## src/rtl/enoc_packet_sink_pkg.sv

```systemverilog
// enoc_packet_sink_pkg: ENoC mesh config, packet format, LFSR constants and sink state codes.
package enoc_packet_sink_pkg;
   localparam int NOC_X = 4;
   localparam int NOC_Y = 4;
   localparam int NOC_NODES = NOC_X * NOC_Y;
   localparam int SRC_W = $clog2(NOC_NODES);
   localparam int DATA_W = 16;
   typedef struct packed {
      logic [DATA_W-1:0] data;
      logic [SRC_W-1:0]  source;
      logic [SRC_W-1:0]  dest;
      logic              valid;
   } packet_t;
   // Galois form of the x^16 + x^14 + x^13 + x^11 + 1 polynomial
   localparam logic [15:0] LFSR_TAPS = 16'hB400;
   localparam logic [1:0] S_RUN  = 2'd0;
   localparam logic [1:0] S_DONE = 2'd1;
   localparam logic [1:0] S_HALT = 2'd2;
   function automatic logic [15:0] lfsr_step(input logic [15:0] s);
      return (s >> 1) ^ (s[0] ? LFSR_TAPS : 16'h0000);
   endfunction
   function automatic logic [15:0] sat_inc(input logic [15:0] v);
      return &v ? v : v + 16'd1;
   endfunction
endpackage

```

## src/rtl/enoc_lfsr16.sv

```systemverilog
// enoc_lfsr16: free-running 16-bit Galois LFSR; a zero seed is forced to 1 so the register never locks up.
module enoc_lfsr16
   import enoc_packet_sink_pkg::*;
#(
   parameter logic [15:0] SEED = 16'hACE1
) (
   input  logic        clk,
   input  logic        reset_n,
   input  logic        advance_i,
   output logic [15:0] state_o
);
   localparam logic [15:0] INIT = (SEED == 16'h0000) ? 16'h0001 : SEED;
   logic [15:0] state_q;
   always_ff @(posedge clk or negedge reset_n)
      if (!reset_n) state_q <= INIT;
      else if (advance_i) state_q <= lfsr_step(state_q);
   assign state_o = state_q;
endmodule

```

## src/rtl/enoc_packet_sink.sv

```systemverilog
// enoc_packet_sink: local-port consumer with random backpressure, dest and per-source sequence checking,
// saturating traffic counters and sticky done/error flags.
module enoc_packet_sink
   import enoc_packet_sink_pkg::*;
#(
   parameter int          X_NODES       = NOC_X,
   parameter int          Y_NODES       = NOC_Y,
   parameter int          X_LOC         = 1,
   parameter int          Y_LOC         = 1,
   parameter int          EXPECTED_PKTS = 20,
   parameter int          EN_THRESHOLD  = 128,
   parameter logic [15:0] LFSR_SEED     = 16'hACE1,
   parameter bit          HALT_ON_ERROR = 1'b0
) (
   input  logic                                 clk,
   input  logic                                 reset_n,
   input  packet_t                              i_data,
   input  logic                                 i_data_val,
   output logic                                 o_en,
   output logic [15:0]                          o_rx_count,
   output logic [15:0]                          o_seq_err_count,
   output logic [15:0]                          o_dest_err_count,
   output logic [$clog2(X_NODES*Y_NODES)-1:0]   o_last_source,
   output logic                                 o_done,
   output logic                                 o_error
);
   localparam int NODES = X_NODES * Y_NODES;
   localparam int LS_W = $clog2(NODES);
   localparam logic [SRC_W-1:0] NODE_ID = SRC_W'(Y_LOC * X_NODES + X_LOC);
   localparam logic [8:0] THR = 9'(EN_THRESHOLD);
   localparam logic [15:0] EXP_N = 16'(EXPECTED_PKTS);
   logic [15:0] lfsr, lfsr_nx;
   logic en_q, done_q, err_q;
   logic [15:0] rx_q, rx_d, seq_q, dest_q;
   logic [LS_W-1:0] last_q;
   logic [1:0] state_q, state_d;
   logic [DATA_W-1:0] exp_q [NODES];
   logic xfer, src_ok, seq_e, dest_e, any_e, complete, in_done;
   enoc_lfsr16 #(.SEED(LFSR_SEED)) u_lfsr (
      .clk       (clk),
      .reset_n   (reset_n),
      .advance_i (1'b1),
      .state_o   (lfsr)
   );
   assign lfsr_nx = lfsr_step(lfsr);
   assign xfer = i_data_val & en_q;
   assign in_done = state_q == S_DONE;
   assign src_ok = int'(i_data.source) < NODES;
   // Once DONE every further packet is an overrun and is not charged to the seq/dest counters
   assign seq_e = xfer & ~in_done & ~(src_ok && i_data.data == exp_q[i_data.source]);
   assign dest_e = xfer & ~in_done & (i_data.dest != NODE_ID);
   assign any_e = seq_e | dest_e | (xfer & in_done);
   assign rx_d = xfer ? sat_inc(rx_q) : rx_q;
   assign complete = xfer & (state_q == S_RUN) & (rx_d == EXP_N);
   assign state_d = (state_q == S_HALT || (any_e && HALT_ON_ERROR)) ? S_HALT :
                    complete ? S_DONE : state_q;
   always_ff @(posedge clk or negedge reset_n)
      if (!reset_n) begin
         en_q    <= 1'b0;
         rx_q    <= '0;
         seq_q   <= '0;
         dest_q  <= '0;
         last_q  <= '0;
         done_q  <= 1'b0;
         err_q   <= 1'b0;
         state_q <= S_RUN;
         for (int i = 0; i < NODES; i++) exp_q[i] <= DATA_W'(1);
      end else begin
         en_q    <= (state_d != S_HALT) && ({1'b0, lfsr_nx[7:0]} < THR);
         rx_q    <= rx_d;
         seq_q   <= seq_e ? sat_inc(seq_q) : seq_q;
         dest_q  <= dest_e ? sat_inc(dest_q) : dest_q;
         last_q  <= xfer ? LS_W'(i_data.source) : last_q;
         done_q  <= done_q | complete;
         err_q   <= err_q | any_e;
         state_q <= state_d;
         if (xfer && src_ok) exp_q[i_data.source] <= i_data.data + DATA_W'(1);
      end
   assign o_en = en_q;
   assign o_rx_count = rx_q;
   assign o_seq_err_count = seq_q;
   assign o_dest_err_count = dest_q;
   assign o_last_source = last_q;
   assign o_done = done_q;
   assign o_error = err_q;
endmodule

```

## config.mk

```make
export PLATFORM = sky130hd
export DESIGN_NAME = enoc_packet_sink
export DESIGN_NICKNAME = d
export VERILOG_FILES = /design/src/rtl/enoc_packet_sink_pkg.sv /design/src/rtl/enoc_lfsr16.sv /design/src/rtl/enoc_packet_sink.sv
export SDC_FILE = /design/constraint.sdc
export NUM_CORES = 1
export LEC_CHECK = 0
export CAP_MARGIN = 20
export CORE_ASPECT_RATIO = 0.75
export CORE_MARGIN = 8
export CORE_UTILIZATION = 30
export CTS_CLUSTER_SIZE = 14
export DETAILED_ROUTE_END_ITERATION = 8
export PLACE_DENSITY = 0.42
export SYNTH_ARGS = -nofsm -noshare
export SYNTH_HDL_FRONTEND = slang
export SYNTH_HIERARCHICAL = 1
export SYNTH_SLANG_ARGS = --single-unit
export TNS_END_PERCENT = 1
```

## constraint.sdc

```tcl
create_clock -name clk -period 4.95 [get_ports clk]
set_input_delay 0.7425 -clock clk [delete_from_list [all_inputs] [get_ports clk]]
set_output_delay 0.7425 -clock clk [all_outputs]
set_load 0.005 [all_outputs]
```

==> results.md <==
* Final-report hold violation count at 0
* Clock Tree Root: clkbuf_16
* Final Max Slew Viols at 0
* Net count of the finished layout at between 1,500 and 2,000
* YS warnings at 6
* DP Area at ~17,000 um^2
* Syn_nets at around 1,400
* Max cap viols at 0
* Largest net degree at the start of global routing at 107
* DP Worst Slack at slightly above 0.4 ns
* Synthesized flop and latch total at 329
* Rows at between 70 and 80
* Final worst path period need at between 3 and 4 ns
* CTS sink cnt at 329
* Setup Crit Path Kind: in2reg
* Crit-path max FO at 17
* Sequential area share after synthesis at between 50% and 60%
* Worst R2R End: o_seq_err_count[15]
* Routed wire length at about 43,000 um
* Leak Pwr at about 7.9 nW
* Port Buffers at between 80 and 90
* DP HPWL at ~28,000 um
* Final Cell Area at around 18,000 um^2
* Sw Pwr at 2.781 mW
* Antenna Cells at 0
* Share of the synthesized area in the top cell type at 50.22%
* Initial drt markers at 504
* Status: complete, no violations
* TritonCTS Buffers at 38
* RSZ-0062 raised after global routing: no
* Final setup fails at 0
* Transition time at the pin with the least slew margin at about 0.95 ns
* Worst-path clk slew at around 0.06 ns
* GR Overflow Total at 0
* Clk buf depth at 3
* Layout area overhead at 19.71%
* Vias per cell at between 4 and 5
* Top cells by area, synth: dfrtp_1 (50%), a21oi_1 (5.4%), mux4_2 (5.2%)
* Primary FF master, synth: dfrtp_1
* Post-Route Utilization at between 30% and 40%
* Part of the power in the clock network at between 30% and 40%
* # hold bufs at CTS at 0
* Syn_area_per_cell at roughly 11 um^2
* Post-synth EDFFs at 0
* Tot GR Track Use at between 10% and 20%
* Die Area at a little under 60,000 um^2
* CTS tree: done
* Core area at around 50,000 um^2
* Switching share of power at roughly 29%
* Starting Density at 30.33%
* Fmax at ~0.25 GHz
* Final setup margin at 0.9837 ns
* Worst path arrival time at approximately 4.4 ns
* Largest area contributor in the netlist: dfrtp_1
* FFs w/ async S/R, synth at 100.0%
* Routed Antenna Nets at 0
* Layout cells sized above 1 at ~17%
* Synthesized cell area at 15,200 um^2
* # DRC at 0
* First-pass iteration count of the detailed router at 4
* CTS resizes at 0
* Normalized max-slew margin at roughly 36%
* Clock Latency Late Sink at ~0.54 ns
* Via count at approximately 10,000
* Ports at a little over 80
* Peak VDD IR at around 210 uV
* Fin crit share at around 80%
* Total Power at between 9 and 10 mW
* Initial antenna violation count at 0
* Crit start category: primary input
* Cell Int Power at just under 7 mW
* Worst Hold Class: in2async
* Sequential share of power at a little under half
* GP Congestion at about 0.80
* Vias in the first global route at 10,730
* Pwr Density at between 500 and 600 nW/um^2
* Combinational Power Share at 23.5%
* H-tree Lvls at 2
* Setup TNS at 0 ns
* Drt wl/cell at 19.65 um
* Post-CTS Setup Bufs at 0
* First-pass GRT wire length at between 60,000 and 70,000 um
* Die height at around 210 um
* Count of unique library cells instantiated by Yosys at between 50 and 60
* R2R cell count at 12
* R2r startpoint: exp_q[107]
* Clock skew at between 0.015 and 0.02 ns
* Gate Count Post-Synth at 1,409
* Setup crit end kind: register
* FF-to-FF setup slack at around 1.5 ns
* Die width at between 200 and 300 um
* Worst endpoint required time at around 5.4 ns
[registers in the layout, indices dropped and copies added (netlist names), 2 cells and up]
signal            count
state_q               2
u_lfsr/state_o       16
o_seq_err_count      16
o_last_source         4
o_rx_count           16
exp_q               256
o_dest_err_count     16
[power groups by stage]
stage	clock network, mW	registers [mW]	logic [mW]
6_report	2.98	4.40	2.27
5_1_grt	3.20	4.56	2.58
4_1_cts	3.10	4.41	2.31
3_5_place_dp	0	4.45	2.30
3_3_place_gp	0	4.42	2.24
2_1_floorplan	0	4.27	1.71
[cell usage in the layout (no fill, tap or decap), types with 19 or more instances in the layout]
cell             instances
nand2_1                125
inv_1                   19
mux2_2                  47
nand3_1                 35
a21oi_1                163
nor2_1                 193
dfstp_2                 24
clkbuf_16               41
clkdlybuf4s50_1         77
mux4_2                  35
mux2i_1                 52
xnor2_1                 32
dfrtp_1                305
o21ai_0                 81
xor2_1                  46
buf_4                   58
[area by class of cell]
type	instances	area, um^2
Fill cell	4998	31910
Sequential cell	329	8263
Multi-Input combinational cell	957	6365
Timing Repair Buffer	142	1326
Clock buffer	60	1227
Tap cell	657	822.0
Clock inverter	8	117.6
Inverter	19	71.32
[worst max-delay path, cell delays in order]
cell and delay [ns]:
clkdlybuf4s50_1 0.50, buf_12 0.18, mux4_2 0.52, a22o_1 0.26
a221oi_1 0.41, xor2_1 0.12, nand4_1 0.15, nor4b_2 0.06
buf_4 0.16, or3_1 0.56, buf_4 0.23, nor4_1 0.33
xor2_1 0.18
[cell usage after synthesis, drive strengths merged (2+ instances only)]
| cell type | n |
|---|---|
| mux2 | 52 |
| xnor2 | 33 |
| buf | 35 |
| nor2b | 4 |
| a221oi | 10 |
| nand3 | 35 |
| o22ai | 8 |
| nor4 | 9 |
| or4 | 3 |
| a21oi | 163 |
| o31ai | 2 |
| or3 | 6 |
| a31oi | 3 |
| nand4 | 16 |
| mux4 | 43 |
| nor3 | 16 |
| nand2b | 8 |
| and2 | 3 |
| nor2 | 202 |
| xor2 | 46 |
| o21ai | 82 |
| and3 | 5 |
| clkbuf | 69 |
| dfrtp | 305 |
| nand2 | 125 |
| inv | 19 |
| or2 | 3 |
| o21a | 4 |
| mux2i | 52 |
| ha | 4 |
| dfstp | 24 |
| a22o | 8 |
[through the flow]
stage          hold WS [ns]  cells
6_report             0.2185   2172
5_1_grt              0.2967   2172
4_1_cts              0.2617   2172
3_5_place_dp         0.4155   2104
3_3_place_gp         0.4224   2103
2_1_floorplan        0.4214   1409
[kinds of logic after synthesis]
family	share of synthesized area (%)
simple gates	12.57
flops	54.37
compound gates	10.15
mux	13.95
buf+inv	4.051
xor+xnor	4.553
fa+ha+maj	0.3293
other cells	0.02468
[metal layers]
layer  part of all wire, %  track usage, %
met1                    50           21.62
met2                    45           23.22
met4                   2.2           4.317
met3                   3.0           2.330
met5                     0               0
[worst max-delay path by stage]
stage                                     end  slack (ns)       from
after floorplan            o_seq_err_count[1]        1.49  i_data[5]
after global placement    o_seq_err_count[15]        0.36  i_data[7]
after detailed placement  o_seq_err_count[15]        0.41  i_data[7]
after CTS                 o_seq_err_count[15]         1.0  i_data[7]
after global routing      o_seq_err_count[15]        0.80  i_data[5]
final                     o_seq_err_count[15]        0.98  i_data[7]
Note: power is estimated with default switching activity, not from simulation.
==> patch (same flow settings) <==
Reset style: synchronous (`reset_n`), changed in 2 clocked blocks.
--- a/src/rtl/enoc_lfsr16.sv
+++ b/src/rtl/enoc_lfsr16.sv
@@ -11,7 +11,7 @@
 );
    localparam logic [15:0] INIT = (SEED == 16'h0000) ? 16'h0001 : SEED;
    logic [15:0] state_q;
-   always_ff @(posedge clk or negedge reset_n)
+   always_ff @(posedge clk)
       if (!reset_n) state_q <= INIT;
       else if (advance_i) state_q <= lfsr_step(state_q);
    assign state_o = state_q;
--- a/src/rtl/enoc_packet_sink.sv
+++ b/src/rtl/enoc_packet_sink.sv
@@ -54,7 +54,7 @@
    assign complete = xfer & (state_q == S_RUN) & (rx_d == EXP_N);
    assign state_d = (state_q == S_HALT || (any_e && HALT_ON_ERROR)) ? S_HALT :
                     complete ? S_DONE : state_q;
-   always_ff @(posedge clk or negedge reset_n)
+   always_ff @(posedge clk)
       if (!reset_n) begin
          en_q    <= 1'b0;
          rx_q    <= '0;
Formal check against the unedited RTL: differs if reset_n is asserted again (counterexample within 4 cycles, from zero or initial values and one cycle with reset_n low); with reset_n held inactive, the same outputs for 4 cycles.
==> patch against the unedited design <==
- clock skew increased by 5.9 ps
- synthesized area fell by 1.8%
- routed wire length is 0.84% higher
- critical path depth fell by 2
- worst setup slack improved by 240 ps
- final area fell by 1.7%
- final cell count fell by 8.0%
- sequential cell count unchanged
- critical endpoint is now o_seq_err_count[11]$_SDFFE_PN0P_
- highest routed layer unchanged
Power is not compared: it rests on default switching activity, and its combinational part moved more than twofold at a synthesized area within 25%.
==> patch: results (changes against the unedited design) <==
stage,metric,value,unit,change
yosys,Syn Nets,1264,,"was 1,441"
yosys,ys async rst share,0,,was 1.00
timing,clock skew,23.1,ps,was 17.1 ps
yosys,Post-synth top flop,edfxtp_1,,was dfrtp_1
routing,metal2 WL,19.5,mm,was 19.2 mm
placed_design,global placement routability congestion,0.739,,was 0.803
worst_setup_path,"slowest stage cell, crit path",nor2b_1,,was or3_1
routing,DR iter-0 viols,716,,was 504
worst_setup_path,Max stage delay on crit path,590,ps,was 560 ps
routing,DRT Pass-1 Iters,5,,was 4
status,status,"finished, final reports clean",,unchanged
global_route,met1 Use GR,0.217,,was 0.216
yosys,Post-Synth XOR/XNOR Area,0.0382,,was 0.0455
yosys,Synth Area in Adders,0.00335,,was 0.00329
worst_setup_path,RR Endpoint,o_seq_err_count[2]$_SDFFE_PN0P_,,was o_seq_err_count[15]$_DFFE_PN0P_
placed_design,"worst slack, placed",736,ps,was 410 ps
routing,met1 WL,20.8,mm,was 21.2 mm
layout,Final #Nets,1353,,"was 1,519"
clocking,number of buffers created by CTS,39,,was 38
floorplanning,die area,57200,um2,"was 58,200 um2"
global_route,M2 GR Usage,0.227,,was 0.232
routing,Post-Route WL,43.0,mm,was 42.7 mm
yosys,largest cells by area after synthesis,"edfxtp_1, dfxtp_1, mux4_2",,"was dfrtp_1, a21oi_1, mux4_2"
placed_design,placed cell area,16600,um2,"was 16,800 um2"
worst_setup_path,critical path endpoint,o_seq_err_count[11]$_SDFFE_PN0P_,,was o_seq_err_count[15]$_DFFE_PN0P_
placed_design,Inst Count DP,1928,,"was 2,104"
timing,Slew headroom,0.287,,was 0.360
yosys,Synth Area per Inst,12.1,um2,was 10.8 um2
routing,WL per Instance,21.5,um,was 19.7 um
worst_setup_path,Register-to-Register Path Depth,9,,was 12
timing,achievable frequency,0.268,GHz,was 0.252 GHz
routing,via count,9915,,"was 10,500"
global_route,first-pass GRT wire length,64.9,mm,was 67.4 mm
worst_setup_path,RR Startpoint,exp_q[5][1]$_SDFFCE_PN0P_,,was exp_q[107]$_DFFE_PN0P_
routing,met3 wire length,2.03,mm,was 1.30 mm
global_route,pin count of the biggest net entering global routing,47,,was 107
worst_setup_path,Critical Path AT,4180,ps,was 4430 ps
hold_path,hold crit path type,flip-flop to flip-flop,,was input port to asynchronous set/reset pin
global_route,met3 Resource Use GR,0.0225,,was 0.0233
yosys,sequential-to-total area share from yosys stat,0.613,,was 0.544
worst_setup_path,FF-to-FF setup slack,1940,ps,was 1500 ps
yosys,post-synthesis mux area share,0.120,,was 0.139
-- patch: cell count changes in the layout (fill, tap and decap cells not counted), moves of 12 or more --
cell,delta
and3_1,+14
o21ai_0,-63
mux2i_1,+15
edfxtp_1,+256
mux4_2,+15
mux2_2,-47
nor2_1,+96
nand2_1,-41
dfstp_2,-24
a21oi_1,-138
a22oi_1,+17
dfxtp_1,+73
nand3_1,+12
dfrtp_1,-305
-- patch: worst register-to-register path, cell delays in order (launching register included) --
cell and delay (ps):
edfxtp_1 370, mux4_2 480, mux4_2 490, xor2_1 150
nor4_1 330, nand4_1 260, o21ai_2 220, buf_4 270
nor2_2 110, a31o_1 220
-- patch: cell type report --
| type | count | area [um2] |
|---|---|---|
| tap | 648 | 811 |
| inverter | 10 | 37.5 |
| clock buffer | 49 | 1040 |
| multi-input combinational | 809 | 5350 |
| sequential | 329 | 9150 |
| timing repair buffer | 132 | 1230 |
| clock inverter | 22 | 275 |
| fill | 4718 | 31100 |
